$ cat config.mk
export PLATFORM = sky130hd
export DESIGN_NAME = sync_multi_fifo
export DESIGN_NICKNAME = d
export VERILOG_FILES = /design/src/rtl/sync_multi_fifo.sv
export SDC_FILE = /design/constraint.sdc
export NUM_CORES = 1
export LEC_CHECK = 0
export ABC_AREA = 0
export CORE_ASPECT_RATIO = 0.5
export CORE_MARGIN = 10
export CORE_UTILIZATION = 50
export DETAILED_ROUTE_END_ITERATION = 8
export PLACE_DENSITY = 0.83
export SLEW_MARGIN = 20
export SYNTH_ARGS = -nofsm -noshare
export SYNTH_HDL_FRONTEND = slang
export SYNTH_SLANG_ARGS = --single-unit
$ cat constraint.sdc
create_clock -name clk -period 6.4 [get_ports clk]
set_input_delay 1.28 -clock clk [delete_from_list [all_inputs] [get_ports clk]]
set_output_delay 1.28 -clock clk [all_outputs]
set_load 0.01 [all_outputs]
$ cat src/rtl/sync_multi_fifo.sv
// rtl/sync_multi_fifo.sv - buffered 4-phase req/ack word link with synchronised handshake paths
//
// Purpose: words from a bursty producer are queued in a DEPTH-entry FIFO, then
// sent one at a time to a receiver over a req/ack 4-phase handshake. Each
// handshake direction passes through a SYNC_STAGES-deep flop chain.
//
// Ports:
//   clk       in   1           clock, rising edge
//   reset     in   1           synchronous, active-high
//   in_data   in   DATA_WIDTH  word to send, sampled when v=1
//   v         in   1           write strobe, accepted only while f=0
//   out_data  out  DATA_WIDTH  last delivered word, held until the next delivery
//   d         out  1           one-cycle pulse: out_data updated this cycle
//   f         out  1           FIFO full (cnt==DEPTH)
//   busy      out  1           FIFO non-empty or either handshake FSM active
//   ovf       out  1           sticky: a word was dropped because the FIFO was full
//   cnt       out  CNT_W       FIFO occupancy
module sync_multi_fifo #(
    parameter int  DATA_WIDTH  = 8,
    parameter int  DEPTH       = 4,
    parameter int  SYNC_STAGES = 2,
    localparam int CNT_W       = $clog2(DEPTH + 1)
) (
    input  logic                  clk,
    input  logic                  reset,
    input  logic [DATA_WIDTH-1:0] in_data,
    input  logic                  v,
    output logic [DATA_WIDTH-1:0] out_data,
    output logic                  d,
    output logic                  f,
    output logic                  busy,
    output logic                  ovf,
    output logic [CNT_W-1:0]      cnt
);

    localparam int AW = $clog2(DEPTH);

    typedef enum logic [1:0] {TX_IDLE, TX_REQ, TX_REL} tx_state_t;
    typedef enum logic       {RX_IDLE, RX_ACK}         rx_state_t;

    // FIFO storage and bookkeeping
    logic [DATA_WIDTH-1:0] r_mem [DEPTH];
    logic [AW-1:0]         r_wr_ptr;
    logic [AW-1:0]         r_rd_ptr;
    logic [CNT_W-1:0]      r_cnt;
    logic                  r_full;
    logic                  r_ovf;
    logic                  w_push;
    logic                  w_pop;
    logic [CNT_W-1:0]      w_cnt_nxt;
    logic                  w_not_empty;

    // Handshake
    tx_state_t             r_tx_state;
    tx_state_t             w_tx_next;
    rx_state_t             r_rx_state;
    rx_state_t             w_rx_next;
    logic                  r_req;
    logic                  r_ack;
    logic [SYNC_STAGES-1:0] r_req_sync;
    logic [SYNC_STAGES-1:0] r_ack_sync;
    logic                  w_req_s;
    logic                  w_ack_s;
    logic [DATA_WIDTH-1:0] r_tx_data;
    logic                  w_rx_capture;

    // Receiver side outputs
    logic [DATA_WIDTH-1:0] r_out_data;
    logic                  r_d;

    assign w_not_empty = (r_cnt != '0);
    assign w_push      = v && !r_full;
    assign w_cnt_nxt   = r_cnt + CNT_W'(w_push) - CNT_W'(w_pop);
    assign w_req_s     = r_req_sync[SYNC_STAGES-1];
    assign w_ack_s     = r_ack_sync[SYNC_STAGES-1];

    //------------------------------------------------------------------
    // FIFO
    //------------------------------------------------------------------
    always_ff @(posedge clk) begin
        if (w_push) begin
            r_mem[r_wr_ptr] <= in_data;
        end
    end

    always_ff @(posedge clk) begin
        if (reset) begin
            r_wr_ptr <= '0;
            r_rd_ptr <= '0;
            r_cnt    <= '0;
            r_full   <= 1'b0;
            r_ovf    <= 1'b0;
        end else begin
            if (w_push) begin
                r_wr_ptr <= r_wr_ptr + AW'(1);
            end
            if (w_pop) begin
                r_rd_ptr <= r_rd_ptr + AW'(1);
            end
            r_cnt  <= w_cnt_nxt;
            r_full <= (w_cnt_nxt == CNT_W'(DEPTH));
            if (v && r_full) begin
                r_ovf <= 1'b1;
            end
        end
    end

    //------------------------------------------------------------------
    // Synchronisers: req toward the receiver, ack back toward the sender
    //------------------------------------------------------------------
    always_ff @(posedge clk) begin
        if (reset) begin
            r_req_sync <= '0;
            r_ack_sync <= '0;
        end else begin
            r_req_sync <= {r_req_sync[SYNC_STAGES-2:0], r_req};
            r_ack_sync <= {r_ack_sync[SYNC_STAGES-2:0], r_ack};
        end
    end

    //------------------------------------------------------------------
    // TX FSM
    //------------------------------------------------------------------
    always_ff @(posedge clk) begin
        if (reset) begin
            r_tx_state <= TX_IDLE;
            r_req      <= 1'b0;
            r_tx_data  <= '0;
        end else begin
            r_tx_state <= w_tx_next;
            // req is high exactly while the sender waits in REQ
            r_req      <= (w_tx_next == TX_REQ);
            if (w_pop) begin
                r_tx_data <= r_mem[r_rd_ptr];
            end
        end
    end

    always_comb begin
        w_tx_next = r_tx_state;
        case (r_tx_state)
            TX_IDLE: if (w_not_empty) w_tx_next = TX_REQ;
            TX_REQ:  if (w_ack_s)     w_tx_next = TX_REL;
            TX_REL:  if (!w_ack_s)    w_tx_next = w_not_empty ? TX_REQ : TX_IDLE;
            default:                  w_tx_next = TX_IDLE;
        endcase
    end

    always_comb begin
        w_pop = 1'b0;
        case (r_tx_state)
            TX_IDLE: w_pop = w_not_empty;
            TX_REL:  w_pop = !w_ack_s && w_not_empty;
            default: w_pop = 1'b0;
        endcase
    end

    //------------------------------------------------------------------
    // RX FSM
    //------------------------------------------------------------------
    always_ff @(posedge clk) begin
        if (reset) begin
            r_rx_state <= RX_IDLE;
            r_ack      <= 1'b0;
            r_d        <= 1'b0;
            r_out_data <= '0;
        end else begin
            r_rx_state <= w_rx_next;
            r_ack      <= (w_rx_next == RX_ACK);
            r_d        <= w_rx_capture;
            // tx_data has been stable since the pop, well before req_s arrives
            if (w_rx_capture) begin
                r_out_data <= r_tx_data;
            end
        end
    end

    always_comb begin
        w_rx_next = r_rx_state;
        case (r_rx_state)
            RX_IDLE: if (w_req_s)  w_rx_next = RX_ACK;
            RX_ACK:  if (!w_req_s) w_rx_next = RX_IDLE;
            default:               w_rx_next = RX_IDLE;
        endcase
    end

    always_comb begin
        w_rx_capture = (r_rx_state == RX_IDLE) && w_req_s;
    end

    //------------------------------------------------------------------
    // Outputs
    //------------------------------------------------------------------
    assign out_data = r_out_data;
    assign d        = r_d;
    assign f        = r_full;
    assign ovf      = r_ovf;
    assign cnt      = r_cnt;
    assign busy     = w_not_empty || (r_tx_state != TX_IDLE) || (r_rx_state != RX_IDLE);

endmodule

==> results.toml <==
[synthesis]
ys_types = 32
yosys_warnings = 0
synth_nets = 199
syn_inst = 181
synth_seq_area_share_pct = 65.2
avgSynthCellArea_sq_um = 13.9
synth-main-ff-cell = "dfxtp_1"
synth_edf_count = 32
ys_seq_elements = 66
synthesis.area_sq_mm = 0.00252
async_flop_share_pct = 0

[flow_run]
maxCapViolCount = 0

[power_and_ir_drop]
power_density_mw_per_mm2 = 411
pwr-share-clk_pct = 28.5
peakVddDrop_mv = 0.201
seq_power_share_pct = 46.5
p_int_uw = 856
pwr-share-comb_pct = 25.0
p_sw_share_pct = 30.6
p_leak_uw = 0.00110
p_sw_uw = 378

[clock_tree]
cts_root_buffer = "clkbuf_8"
cts_resized = 0
cts_buffer_depth = 2
htreeDepth = 3
cts_sinks = 66
numCtsBuffers = 9
cts_tree = "built"
cts_hold_buf = 0
clock_latency_ns = 0.35
post_cts_buffers = 0
path_clk_slew_ns = 0.07

[layout]
fin_cells = 282
fillers = 375
multi_input_area_sq_um = 790
ff_latch_area_sq_mm = 0.00164
drive_gt1_share_pct = 11.8
diodes = 0
nets = 225
syn2layout_area_growth_pct = 19.3

[routing]
initialDrtViolationCount = 96
route.detailed.drc = 0
wire_per_inst_um = 15.5
drtPass1Iterations = 4
wirelength_um = 4370
detail-route-antenna-nets = 0
num_vias = 1434
vias_per_cell = 5.09

[sta]
maxSlewHeadroom_pct = 36.8
min_period_ns = 3.38
worst_pin_slew_ns = 0.941
fin_worst_skew_ns = 0.00637
max_freq_mhz = 295
rsz0062_at_grt = "no"
hold_ws_ns = 0.441
period_share_pct = 52.9
maxSlewViolCount = 0
setup_viol = 0
setup_ws_ns = 3.02
finalHoldViolCount = 0
tns_ns = 0

[floorplan]
initial_core_util_pct = 51.5
chipWidth_um = 120
die_h_um = 70.2
io_pins = 26
die_area_sq_mm = 0.00845
rows = 18
coreArea_sq_mm = 0.00489

[global_route]
grt_max_degree = 35
antenna_found_initial = 0
grt_pass1_vias = 1466
track_usage_pct = 11.5
grt_pass1_wl_um = 7450
overflow = 0

[place]
routabilityCongestion = 0.731
io_buffers = 25
pre_cts_ws_ns = 2.65
hpwl_um = 2970
place_inst = 266

[worst_setup_path]
start_kind = "input port"
reg2reg_depth = 9
rr_startpoint = "cnt[1]"
end_kind = "flop"
critPathTopFamily = "adder cells"
crit_slowest_cell = "clkdlybuf4s50_1"
worst_ep_required_time_ns = 6.64
cp_num_buf_inv = 3
critPathMaxStageDelay_ns = 0.47
r2r_slack_ns = 3.54
worstPathArrival_ns = 3.63
path_cells = "clkdlybuf4s50_1 > nor2b_1 > inv_1 > ha_1 > inv_1 > ha_1 > fa_1 > xnor2_1 > xnor2_1 > nor4_1"
path_max_fanout = 7
path_class = "in -> reg"
rr_endpoint = "f"

[hold_path]
whs_endpoint = "r_req_sync[0]"
hold_class = "reg -> reg"
min_from = "r_req"
whs_path_depth = 1

[status]
status = "finished, final reports clean"
worst reg2reg max path: stages, from the launching register on:
cell     delay [ns]
dfxtp_1        0.36
nor3_1         0.77
nor2_1         0.20
ha_1           0.33
inv_1          0.04
ha_1           0.18
fa_1           0.38
xnor2_1        0.14
xnor2_1        0.15
nor4_1         0.21
cell usage after synthesis, types with 3 or more instances:
| cell | instances | share of area (%) |
|---|---|---|
| ha_1 | 6 | 3.0 |
| nor2_1 | 17 | 2.5 |
| nand3_1 | 8 | 1.6 |
| a21oi_1 | 10 | 2.0 |
| mux4_2 | 5 | 4.5 |
| dfxtp_1 | 34 | 27 |
| o21ai_0 | 9 | 1.8 |
| and2_1 | 4 | 0.99 |
| mux2i_1 | 9 | 3.6 |
| xnor2_1 | 4 | 1.4 |
| clkbuf_1 | 7 | 1.0 |
| mux4_1 | 3 | 3.1 |
| inv_1 | 7 | 1.0 |
| edfxtp_1 | 32 | 38 |
| nor2b_1 | 9 | 2.2 |
state kept, by name, summed over array words and instances, names as in the netlist:
register	count
r_mem	32
ovf	1
r_wr_ptr	2
r_rd_ptr	2
r_tx_data	8
r_req_sync	2
r_ack_sync	2
r_ack	1
r_req	1
d	1
r_tx_state	2
cnt	3
out_data	8
f	1
stage by stage:
step | utilization [%] | total power [uW] | area (sq um)
finish | 61.5 | 1230 | 3000
global placement | 57.3 | 877 | 2800
floorplan | - | 809 | 2520
global route | 61.5 | 1310 | 3000
detailed placement | 57.3 | 895 | 2800
CTS | 61.5 | 1250 | 3000
worst max path at each step:
stage / depth (start not counted) / endpoint / startpoint
floorplan: 10 / f / v
global placement: 10 / f / v
detailed placement: 10 / f / v
CTS: 3 / busy / cnt[2]
global route: 10 / f / v
finish: 10 / f / v
logic make-up after synthesis:
| family | share of synthesized area (%) |
|---|---|
| DFF | 65.2 |
| buffers and inverters | 3.48 |
| muxes | 11.2 |
| and+or+nand+nor | 9.34 |
| adders and majority gates | 3.78 |
| xor gates and xnor gates | 1.39 |
| AOI/OAI and AO/OA | 5.66 |
placed cells by master (no fill, tap or decap), drive strengths merged:
cell type,instances
dfxtp,34
edfxtp,32
clkdlybuf4s50,25
nor2,17
a21oi,11
nor2b,9
mux2i,9
o21ai,9
clkbuf,9
inv,9
nand3,8
mux4,8
ha,6
and2,4
xnor2,4
clkinvlp,4
or3,2
nor3,1
a21o,1
or4,1
nand2b,1
a22oi,1
a311oi,1
a31o,1
nor4,1
nor3b,1
fa,1
bufinv,1
buf,1
power by group through the flow:
stage	Sequential, uW	Clock [uW]	Combinational (uW)
5_1_grt	587	380	343
2_1_floorplan	560	0	249
6_report	574	352	309
4_1_cts	577	359	309
3_3_place_gp	581	0	296
3_5_place_dp	586	0	308
layout make-up:
class	instances	share of cell area [%]
Sequential cell	66	54.6
Tap cell	70	2.92
Multi-Input combinational cell	97	26.3
Inverter	7	0.875
Clock inverter	7	2.58
Timing Repair Buffer	26	8.58
Clock buffer	9	4.12
routing by layer:
metal	vias to the layer above	track usage, %	wire length [um]
li1	700	-	-
met1	697	14.0	2020
met2	31	16.2	2000
met3	6	6.74	300
met4	0	4.39	58
met5	-	0	0
No activity file was read; power rests on OpenSTA's default activity.
